===== src/rtl/bcim_ram_pkg.sv =====
// rtl/bcim_ram_pkg.sv - shared types for the dual-port bitline RAM and its requesters
package bcim_ram_pkg;

    localparam int RAM_ADDR_WIDTH = 8;
    localparam int RAM_DATA_WIDTH = 8;

    // Requester identity; also the encoding of the arbiter priority pointer
    typedef enum logic {
        REQ_HOST   = 1'b0,
        REQ_ENGINE = 1'b1
    } req_id_t;

    // One RAM access as seen on a port, sized to the RAM defaults
    typedef struct packed {
        logic                      we;
        logic [RAM_ADDR_WIDTH-1:0] addr;
        logic [RAM_DATA_WIDTH-1:0] wdata;
    } ram_req_t;

    // The requester that is not the given one
    function automatic req_id_t other_req(input req_id_t id);
        return (id == REQ_HOST) ? REQ_ENGINE : REQ_HOST;
    endfunction

endpackage


===== src/rtl/bitline_port_arbiter.sv =====
// rtl/bitline_port_arbiter.sv - shares the dual-port bitline RAM between host loader and compute engine
module bitline_port_arbiter
    import bcim_ram_pkg::*;
#(
    parameter int ADDR_WIDTH = 8,
    parameter int DATA_WIDTH = 8,
    parameter int CNT_WIDTH  = 16
) (
    input  logic                  clock,
    input  logic                  reset,

    input  logic                  req0_valid,
    input  logic                  req0_we,
    input  logic [ADDR_WIDTH-1:0] req0_addr,
    input  logic [DATA_WIDTH-1:0] req0_wdata,
    output logic                  req0_ready,
    output logic                  rsp0_valid,
    output logic [DATA_WIDTH-1:0] rsp0_rdata,

    input  logic                  req1_valid,
    input  logic                  req1_we,
    input  logic [ADDR_WIDTH-1:0] req1_addr,
    input  logic [DATA_WIDTH-1:0] req1_wdata,
    output logic                  req1_ready,
    output logic                  rsp1_valid,
    output logic [DATA_WIDTH-1:0] rsp1_rdata,

    output logic [ADDR_WIDTH-1:0] address_a,
    output logic [ADDR_WIDTH-1:0] address_b,
    output logic [DATA_WIDTH-1:0] data_a,
    output logic [DATA_WIDTH-1:0] data_b,
    output logic                  wren_a,
    output logic                  wren_b,
    input  logic [DATA_WIDTH-1:0] q_a,
    input  logic [DATA_WIDTH-1:0] q_b,

    output logic [CNT_WIDTH-1:0]  conflict_cnt
);

    req_id_t              r_prio;
    logic                 r_rsp0_valid;
    logic                 r_rsp1_valid;
    logic [CNT_WIDTH-1:0] r_conflict_cnt;

    logic w_conflict;
    logic w_ready0;
    logic w_ready1;
    logic w_grant0;
    logic w_grant1;

    // Same bitline touched by both with at least one write; two reads can share
    assign w_conflict = req0_valid && req1_valid && (req0_addr == req1_addr) &&
                        (req0_we || req1_we);

    // Ready is high unless reset or this requester lost the conflict to the pointer
    assign w_ready0 = !reset && !(w_conflict && (r_prio == REQ_ENGINE));
    assign w_ready1 = !reset && !(w_conflict && (r_prio == REQ_HOST));

    assign w_grant0 = req0_valid && w_ready0;
    assign w_grant1 = req1_valid && w_ready1;

    assign req0_ready = w_ready0;
    assign req1_ready = w_ready1;

    // Each requester owns its port; only the write enable is qualified by the grant
    assign address_a = req0_addr;
    assign data_a    = req0_wdata;
    assign wren_a    = w_grant0 && req0_we;
    assign address_b = req1_addr;
    assign data_b    = req1_wdata;
    assign wren_b    = w_grant1 && req1_we;

    // A response pending across a reset edge is dropped rather than delivered
    assign rsp0_valid = r_rsp0_valid && !reset;
    assign rsp1_valid = r_rsp1_valid && !reset;
    assign rsp0_rdata = q_a;
    assign rsp1_rdata = q_b;

    assign conflict_cnt = r_conflict_cnt;

    // Priority hand-off to the loser, read-response strobes and saturating conflict count
    always_ff @(posedge clock) begin
        if (reset) begin
            r_prio         <= REQ_HOST;
            r_rsp0_valid   <= 1'b0;
            r_rsp1_valid   <= 1'b0;
            r_conflict_cnt <= '0;
        end else begin
            r_rsp0_valid <= w_grant0 && !req0_we;
            r_rsp1_valid <= w_grant1 && !req1_we;
            if (w_conflict) begin
                r_prio <= other_req(r_prio);
                if (r_conflict_cnt != {CNT_WIDTH{1'b1}}) begin
                    r_conflict_cnt <= r_conflict_cnt + 1'b1;
                end
            end
        end
    end

endmodule

===== config.mk =====
export PLATFORM = sky130hd
export DESIGN_NAME = bitline_port_arbiter
export DESIGN_NICKNAME = d
export VERILOG_FILES = /design/src/rtl/bcim_ram_pkg.sv /design/src/rtl/bitline_port_arbiter.sv
export SDC_FILE = /design/constraint.sdc
export NUM_CORES = 1
export LEC_CHECK = 0
export CORE_UTILIZATION = 30
export CTS_BUF_LIST = sky130_fd_sc_hd__clkbuf_8
export CTS_CLUSTER_SIZE = 30
export DETAILED_ROUTE_END_ITERATION = 12
export PLACE_DENSITY = 0.85
export SLEW_MARGIN = 25
export SYNTH_ARGS = -nofsm -noshare
export SYNTH_HDL_FRONTEND = slang
export SYNTH_SLANG_ARGS = --single-unit
export TNS_END_PERCENT = 30

===== constraint.sdc =====
create_clock -name clock -period 3 [get_ports clock]
set_clock_uncertainty 0.15 [all_clocks]
set_input_delay 0.6 -clock clock [delete_from_list [all_inputs] [get_ports clock]]
set_output_delay 0.6 -clock clock [all_outputs]
set_load 0.01 [all_outputs]

# After elaboration in Yosys (flattened, before gate mapping)
# Index checks and enable logic that the tools add are counted.
[word_totals]
in_bits = 54
reg_bits = 19
[op_classes]
n_bitwise = 1
reduce_logical = 22
n_eq_ne = 2
n_addsub = 1
mux = 1
[ops]
columns = ["operator", "count"]
rows = [
  ["16-bit by 1-bit adder with 16-bit output, second input constant", 1],
  ["16-bit inequality test, second input constant", 1],
  ["1-bit logical AND", 15],
  ["8-bit equality test", 1],
  ["1-bit zero test", 5],
  ["2-bit AND reduction", 1],
  ["1-bit logical OR", 1],
  ["1-bit two-way mux", 1],
  ["1-bit inverter", 1],
]

# Depth between registers and ports, before layout
# Gate-level depths: netlist (run 1).
[logic_depth]
ltp_word = 8
depth_mapped = 8
ltp_nobuf = 6

# Least setup slack after synthesis (run 1)
# OpenSTA, ideal clock, no wires.
[synth_timing]
kind = "input-to-reg"
startpoint = "input port req1_addr[5]"
endpoint = "register r_conflict_cnt[11], in the netlist conflict_cnt[11]"
path_stages = 5
setup_ps = 123
setup_slack_ps = 587
arrival_time_ps = 2139
required_ps = 2727
path_cell_list = "xor2_1 > nor4_4 > o2111ai_2 > or4_1 > mux2_1"
[synth_between]
elab_chain_len = 4
[synth_lines]
columns = ["element", "line_no", "text"]
rows = [
  ["start, declared", "bitline_port_arbiter.sv:22", "input logic [ADDR_WIDTH-1:0] req1_addr,"],
  ["8-bit equality test", "bitline_port_arbiter.sv:52", "assign w_conflict = req0_valid && req1_valid && (req0_addr == req1_addr) &&"],
  ["1-bit logical AND (2 in series)", "bitline_port_arbiter.sv:52", ""],
  ["2-bit AND reduction (no source line)", "-", ""],
  ["end signal, assigned", "bitline_port_arbiter.sv:94", "r_conflict_cnt <= r_conflict_cnt + 1'b1;"],
  ["end, declared", "bitline_port_arbiter.sv:43", "logic [CNT_WIDTH-1:0] r_conflict_cnt;"],
]
# No other way between the ends.
# A chain may end at the register's enable or synchronous reset.

# Worst setup path in the final report (run 1)
[layout_timing]
startpoint = "input port req1_addr[0]"
endpoint = "output port wren_b"
[layout_between]
elab_chain_len = 8
[layout_lines]
columns = ["element", "line_no", "text"]
rows = [
  ["8-bit equality test", "bitline_port_arbiter.sv:52", ""],
  ["1-bit logical AND (2 in series)", "bitline_port_arbiter.sv:52", ""],
  ["1-bit logical AND", "bitline_port_arbiter.sv:57", "assign w_ready1 = !reset && !(w_conflict && (r_prio == REQ_HOST));"],
  ["1-bit zero test", "bitline_port_arbiter.sv:57", ""],
  ["1-bit logical AND", "bitline_port_arbiter.sv:57", ""],
  ["1-bit logical AND", "bitline_port_arbiter.sv:60", "assign w_grant1 = req1_valid && w_ready1;"],
  ["1-bit logical AND", "bitline_port_arbiter.sv:71", "assign wren_b = w_grant1 && req1_we;"],
  ["end, declared", "bitline_port_arbiter.sv:33", "output logic wren_b,"],
]
# No other way between the ends.

==> run summary, run 1 <==
CTS
----------------------------------------------------------------------------------------
CTS tree                                                                             yes
Clock insertion delay at the later pin of the skew report                         250 ps
Hold_buf cts                                                                           0
Root buf cell                                                               sky130_fd_sc_hd__clkbuf_8
Clk slew on worst S/H paths                                                        70 ps
CTS max path bufs                                                                      2
H-Tree Level Count                                                                     1
CTS Buf Count                                                                          3
Sinks on the clock net                                                                19

FLOORPLANNING
----------------------------------------------------------------------------------------
Height of the chip                                                               70.4 um
Number of cell rows                                                                   24
Std-Cell Core Area                                                            4410 sq um
Initial Util                                                                       0.318
Total die area                                                                4960 sq um
Die outline width                                                                70.4 um
Number of placed I/O pins                                                            124

FINISH
----------------------------------------------------------------------------------------
Cell area after layout                                                        1920 sq um
Number of diodes                                                                       0
Fraction of layout instances using a drive strength above 1                        0.176
Number of filler cells placed in the layout                                          417
Number of nets in the final layout                                                   261
Area growth from synthesis to layout                                               36.3%

WORST SETUP PATH
----------------------------------------------------------------------------------------
Critical register-to-register path startpoint                               conflict_cnt[0]$_SDFFE_PP0P_
Kind of critical path                                                       input pin to output port
Maximum fanout encountered on the critical timing path                                 3
Top delay family on crit path                                               buffers and inverters
Arrival time at the worst endpoint                                               2160 ps
Crit-path slowest cell                                                      sky130_fd_sc_hd__clkdlybuf4s50_1
Data required, critical path                                                     2250 ps
Worst path buffer plus inverter count                                                  2
Crit path from                                                              req1_addr[0]
Endpoint kind of the worst setup timing path                                 output port
Worst Setup Start Kind                                                         input pin
Crit-path max cell delay                                                          430 ps
Worst path cell trace                                                       clkdlybuf4s50_1 > xor2_1 > nor3_2 > a41oi_2 > and3_1 > dlygate4sd2_1

TIMING
----------------------------------------------------------------------------------------
Transition time of the tightest slew-check pin                                    326 ps
Worst hold margin                                                                 353 ps
Setup repair after global routing missed its margin                                false
Endpoints failing setup                                                                0
Setup TNS after final layout                                                        0 ps
Slew margin rel.                                                                   0.781
Final worst path period need                                                     2910 ps
Count of pins over their slew limit                                                    0
Fmax                                                                             344 MHz
Share of the cycle needed by the critical path after routing                       0.969
Least setup slack across all paths after layout                                  93.6 ps
Final hold vios                                                                        0

JOB
----------------------------------------------------------------------------------------
Max cap viols                                                                          0

SYNTH
----------------------------------------------------------------------------------------
Biggest area consumer among synthesized cells                               sky130_fd_sc_hd__dfxtp_1
Top-count cell post-synth                                                   sky130_fd_sc_hd__buf_4
Yosys cell types                                                                      31
Fraction of synthesized cell area taken by the top area cell type                  0.271
Synthesized netlist cell count                                                       174
Most frequent cells after synthesis                                         sky130_fd_sc_hd__buf_4 (48), sky130_fd_sc_hd__dfxtp_1 (19), sky130_fd_sc_hd__a21oi_1 (11), sky130_fd_sc_hd__nor2_1 (11)
Synth Register Bits                                                                   19
Post-synthesis cell area                                                      1410 sq um
Top flip-flop cell by instance count after synthesis                        sky130_fd_sc_hd__dfxtp_1
Average footprint of a synthesized cell                                       8.08 sq um
Part of the Yosys area used for sequential elements                                0.271
Number of enable flip-flop cells after synthesis                                       0
Warning count from the yosys run                                                       0
Most area-consuming cells after synthesis                                   sky130_fd_sc_hd__dfxtp_1 (27%), sky130_fd_sc_hd__buf_4 (26%), sky130_fd_sc_hd__xor2_1 (5.6%), sky130_fd_sc_hd__or3_1 (4.5%), sky130_fd_sc_hd__a21oi_1 (3.9%)
Post-synth ARST share                                                                  0
Total nets after synthesis                                                           229

PLACE
----------------------------------------------------------------------------------------
Detailed Place HPWL                                                              2410 um
Setup slack at placement                                                         -234 ps
RePlAce Congestion                                                                 0.827
Area after DPL                                                                1800 sq um
Number of buffers added on ports                                                      59

POWER
----------------------------------------------------------------------------------------
Final Power                                                                     0.540 mW
Power density over cell area                                                 282 nW/um^2
Leakage power figure                                                            0.734 nW
Worst voltage drop across the vdd grid                                          0.127 mV

DETAILED ROUTING
----------------------------------------------------------------------------------------
Detail Route Antenna Nets                                                              0
Routed wire length                                                               3110 um
Count of vias placed by the detailed router                                        1,254
Wirelength per Cell                                                              12.1 um
Remaining DRCs                                                                         0
Number of search-and-repair iterations in the first detailed-routing pass              4
Via count normalized by instance count                                              4.88
Number of DRC markers after the initial detailed-route iteration                      44

GLOBAL ROUTE
----------------------------------------------------------------------------------------
GRT Residual Overflow                                                                  0
Initial antenna violation count                                                        0
Wire length of the first global-routing pass                                     5260 um
Via count of the first global-routing pass                                         1,229
Total global-route track usage                                                     0.131
Pin count of the biggest net entering global routing                                  25

MIN PATH
----------------------------------------------------------------------------------------
Launch point of the worst hold path                                         conflict_cnt[9]$_SDFFE_PP0P_
Min-Delay Path Class                                                        flip-flop to flip-flop

RUN STATUS
----------------------------------------------------------------------------------------
Outcome                                                                     finished clean

worst paths after layout:
path                              endpoint  slack [ps]  cells past startpoint
min           conflict_cnt[9]$_SDFFE_PP0P_         350                      2
max reg2reg  conflict_cnt[11]$_SDFFE_PP0P_         850                      6
min reg2reg   conflict_cnt[9]$_SDFFE_PP0P_         350                      2
max                                 wren_b          90                      6
logic make-up after synthesis:
| kind of cell | count (synthesis) | share of synthesized area |
|---|---|---|
| simple gates | 58 | 0.235 |
| flops | 19 | 0.271 |
| buf+inv | 55 | 0.277 |
| compound gates | 27 | 0.115 |
| fa+ha+maj | 1 | 0.00890 |
| xor+xnor | 10 | 0.0623 |
| mux | 4 | 0.0312 |
tightest hold or removal path: stages, from the launching register on:
cell	delay (ps)
sky130_fd_sc_hd__dfxtp_1	330
sky130_fd_sc_hd__o21ai_0	70
sky130_fd_sc_hd__a21oi_1	60
stage by stage:
stage                      util  std cells
final                     0.434        257
after global routing      0.434        257
after global placement    0.408        249
after CTS                 0.428        255
after detailed placement  0.408        249
after floorplan               -        174
state kept, by name, indices dropped and copies added, names as in the netlist:
name          count
r_prio            1
r_rsp1_valid      1
r_rsp0_valid      1
conflict_cnt     16
layout by cell type, fill, tap and decap left out, types with 2 or more instances in the layout:
cell	synthesis	routed
sky130_fd_sc_hd__clkdlybuf4s50_1	0	48
sky130_fd_sc_hd__buf_4	48	20
sky130_fd_sc_hd__dfxtp_1	19	19
sky130_fd_sc_hd__nor2_1	11	11
sky130_fd_sc_hd__a21oi_1	11	11
sky130_fd_sc_hd__o21ai_0	10	10
sky130_fd_sc_hd__or3_1	10	10
sky130_fd_sc_hd__nand2_1	9	9
sky130_fd_sc_hd__xor2_1	9	6
sky130_fd_sc_hd__nand3_1	6	6
sky130_fd_sc_hd__dlygate4sd2_1	0	6
sky130_fd_sc_hd__nor2b_1	5	5
sky130_fd_sc_hd__inv_1	3	4
sky130_fd_sc_hd__xor2_2	0	3
sky130_fd_sc_hd__and3_1	4	3
sky130_fd_sc_hd__and2_1	3	3
sky130_fd_sc_hd__nand4_1	3	3
sky130_fd_sc_hd__clkbuf_8	0	3
sky130_fd_sc_hd__dlymetal6s2s_1	0	3
sky130_fd_sc_hd__a41oi_2	0	2
sky130_fd_sc_hd__and4_1	2	2
sky130_fd_sc_hd__or4_1	2	2
sky130_fd_sc_hd__mux2_2	2	2
report_power, final:
part | switching [mW] | total (mW) | internal [mW]
Clock | 0.0807 | 0.172 | 0.0908
Sequential | 0.000200 | 0.253 | 0.253
Combinational | 0.0465 | 0.115 | 0.0689
routing by layer:
| metal | part of all wire | global-route usage |
|---|---|---|
| met1 | 0.40 | 0.142 |
| met2 | 0.51 | 0.233 |
| met3 | 0.083 | 0.0346 |
| met4 | 0.0029 | 0.0644 |
| met5 | 0 | 0 |
cell type report:
cell class	instances	area [sq um]	area share
timing repair buffer	79	736	0.384
multi-input combinational	100	678	0.354
sequential	19	380	0.199
tap	52	65.1	0.0340
clock buffer	3	41.3	0.0216
inverter	3	11.3	0.00588
clock inverter	1	3.75	0.00196
timing repair:
| action | 4_1_cts | 5_1_grt |
|---|---|---|
| buffers inserted | 2 | 2 |
| pin swaps | 3 | 3 |
| setup endpoints to repair | 4 | 3 |
| gates resized for setup | 13 | 7 |
(Power assumes the default switching activity.)
==> run 2: changes to the inputs <==
--- a/config.mk
+++ b/config.mk
@@ -6,7 +6,6 @@
 export NUM_CORES = 1
 export LEC_CHECK = 0
 export CORE_UTILIZATION = 30
-export CTS_BUF_LIST = sky130_fd_sc_hd__clkbuf_8
 export CTS_CLUSTER_SIZE = 30
 export DETAILED_ROUTE_END_ITERATION = 12
 export PLACE_DENSITY = 0.85
==> constraint.sdc (replaced) <==
create_clock -name clock -period 3 [get_ports clock]
set_clock_uncertainty 0.15 [all_clocks]
set_input_delay 0.6 -clock clock [delete_from_list [all_inputs] [get_ports clock]]
set_output_delay 0.6 -clock clock [all_outputs]
set_load 0.05 [all_outputs]
==> run 2 against run 1 <==
Global-route usage down 0.58 points. Register-to-register slack better by 20 ps. Worst hold slack better by 11 ps. Via count down 3.8%. Flip-flop and latch count unchanged. Critical path type unchanged. Highest routed layer unchanged.
==> run summary, run 2 (synthesis gave the netlist of run 1 again) <==
RUN STATUS
----------------------------------------------------------------------------------------
Outcome                                                                     finished clean

JOB
----------------------------------------------------------------------------------------
Max cap viols                                                                          0

POWER
----------------------------------------------------------------------------------------
Leakage power figure                                                            0.647 nW
Final Power                                                                     0.583 mW
Worst voltage drop across the vdd grid                                          0.152 mV
Power density over cell area                                                 323 nW/um^2

TIMING
----------------------------------------------------------------------------------------
Fmax                                                                             335 MHz
Transition time of the tightest slew-check pin                                    504 ps
Setup TNS after final layout                                                        0 ps
Endpoints failing setup                                                                0
Least setup slack across all paths after layout                                  15.5 ps
Share of the cycle needed by the critical path after routing                       0.995
Slew margin rel.                                                                   0.663
Final worst path period need                                                     2980 ps
Final hold vios                                                                        0
Count of pins over their slew limit                                                    0

DETAILED ROUTING
----------------------------------------------------------------------------------------
Wirelength per Cell                                                              12.2 um
Remaining DRCs                                                                         0
Detail Route Antenna Nets                                                              0
Via count normalized by instance count                                              5.00
Number of search-and-repair iterations in the first detailed-routing pass              4
Count of vias placed by the detailed router                                        1,206
Routed wire length                                                               2950 um
Number of DRC markers after the initial detailed-route iteration                      37

PLACE
----------------------------------------------------------------------------------------
Total instance count after detailed placement                                        237
Number of buffers added on ports                                                      59
Detailed Place HPWL                                                              2330 um
RePlAce Congestion                                                                 0.854
Setup slack at placement                                                         29.3 ps
Area after DPL                                                                1740 sq um

CTS
----------------------------------------------------------------------------------------
Clock insertion delay at the later pin of the skew report                         260 ps
CTS tree                                                                             yes
Clk slew on worst S/H paths                                                        70 ps
H-Tree Level Count                                                                     1
Sinks on the clock net                                                                19
CTS max path bufs                                                                      2
Root buf cell                                                               sky130_fd_sc_hd__clkbuf_8
Hold_buf cts                                                                           0
CTS Buf Count                                                                          3

GLOBAL ROUTE
----------------------------------------------------------------------------------------
Met1 Track Usage GR                                                                0.141
GR Layer Usage met3                                                               0.0361
Initial antenna violation count                                                        0
Via count of the first global-routing pass                                         1,167
Wire length of the first global-routing pass                                     5070 um
Met2 Use GR                                                                        0.215
Total global-route track usage                                                     0.125
Most utilized layer in the global route result                                      met2
Pin count of the biggest net entering global routing                                  25
GRT Residual Overflow                                                                  0

FINISH
----------------------------------------------------------------------------------------
Number of nets in the final layout                                                   245
Number of diodes                                                                       0
Final instance count without filler cells                                            241
Max reg flops                                                                         16
Most common library cell in the layout ignoring fill and taps               sky130_fd_sc_hd__clkdlybuf4s50_1
Area growth from synthesis to layout                                               28.7%
Fraction of layout instances using a drive strength above 1                        0.196
Sequential standard cell area                                                  380 sq um
Number of filler cells placed in the layout                                          446
Cell area after layout                                                        1810 sq um
Leading cell types in the layout, fill and taps excluded                    sky130_fd_sc_hd__clkdlybuf4s50_1 (39), sky130_fd_sc_hd__dfxtp_1 (19), sky130_fd_sc_hd__buf_4 (18)
Multi-input gate area                                                          661 sq um

MIN PATH
----------------------------------------------------------------------------------------
Min-Delay Path Class                                                        flip-flop to flip-flop

WORST SETUP PATH
----------------------------------------------------------------------------------------
Kind of critical path                                                       input pin to output port
Endpoint kind of the worst setup timing path                                 output port
Worst Setup Start Kind                                                         input pin
Maximum fanout encountered on the critical timing path                                 4
Data required, critical path                                                     2250 ps
Arrival time at the worst endpoint                                               2230 ps

FLOORPLANNING
----------------------------------------------------------------------------------------
Number of cell rows                                                                   24
Initial Util                                                                       0.318
Die outline width                                                                70.4 um
Std-Cell Core Area                                                            4410 sq um
Height of the chip                                                               70.4 um
Total die area                                                                4960 sq um
Number of placed I/O pins                                                            124

-- run 2: cell types whose count changed in the layout (fill, tap and decap cells not counted), moves of 2 or more --
cell / previous run / this run
sky130_fd_sc_hd__xor2_2: 3 / 0
sky130_fd_sc_hd__dlygate4sd2_1: 6 / 0
sky130_fd_sc_hd__buf_12: 0 / 6
sky130_fd_sc_hd__dlymetal6s2s_1: 3 / 0
sky130_fd_sc_hd__clkdlybuf4s50_1: 48 / 39
sky130_fd_sc_hd__xor2_1: 6 / 9
sky130_fd_sc_hd__buf_4: 20 / 18
-- run 2: per-stage QoR --
step	utilization	hold slack, ps
floorplan	-	370
global placement	0.394	339
detailed placement	0.394	357
CTS	0.404	368
global route	0.410	394
finish	0.410	365
-- run 2: path summary, 6_finish.rpt --
check	slack, ps	from	depth (start not counted)	to
setup / recovery	20	req1_addr[3]	6	wren_a
hold / removal	360	conflict_cnt[5]$_SDFFE_PP0P_	2	conflict_cnt[5]$_SDFFE_PP0P_
setup reg to reg	870	conflict_cnt[0]$_SDFFE_PP0P_	6	conflict_cnt[11]$_SDFFE_PP0P_
hold reg to reg	360	conflict_cnt[5]$_SDFFE_PP0P_	2	conflict_cnt[5]$_SDFFE_PP0P_
-- run 2: where the power goes --
part | total [mW] | leakage (nW) | switching (mW) | internal [mW]
sequential | 0.253 | 0.153 | 0.000196 | 0.253
combinational | 0.151 | 0.471 | 0.0882 | 0.0630
clock | 0.179 | 0.0228 | 0.0842 | 0.0945
total | 0.583 | 0.647 | 0.173 | 0.411
-- run 2: worst max-delay path, stage by stage --
cell and delay [ps]:
sky130_fd_sc_hd__clkdlybuf4s50_1 440, sky130_fd_sc_hd__xor2_1 210, sky130_fd_sc_hd__nor4_4 420, sky130_fd_sc_hd__a41oi_2 190, sky130_fd_sc_hd__and3_4 230, sky130_fd_sc_hd__buf_12 140
-- run 2: repair_timing --
| item | CTS | global route |
|---|---|---|
| setup endpoints to repair | 0 | 2 |
| hold endpoints to repair | 0 | 0 |
| gates resized for setup | 0 | 4 |
| buffers inserted | 0 | 0 |
-- run 2: layout make-up --
cell class                      count  share of cell area
Multi-Input combinational cell    100               0.365
Timing Repair Buffer               63               0.357
Sequential cell                    19               0.210
Tap cell                           52              0.0360
Clock buffer                        4              0.0249
Inverter                            3             0.00623
-- run 2: per-layer routing --
metal | vias to the layer above | part of all wire
met5 | - | 0
met4 | 0 | 0.016
met3 | 9 | 0.096
met2 | 70 | 0.47
met1 | 541 | 0.41
li1 | 586 | -
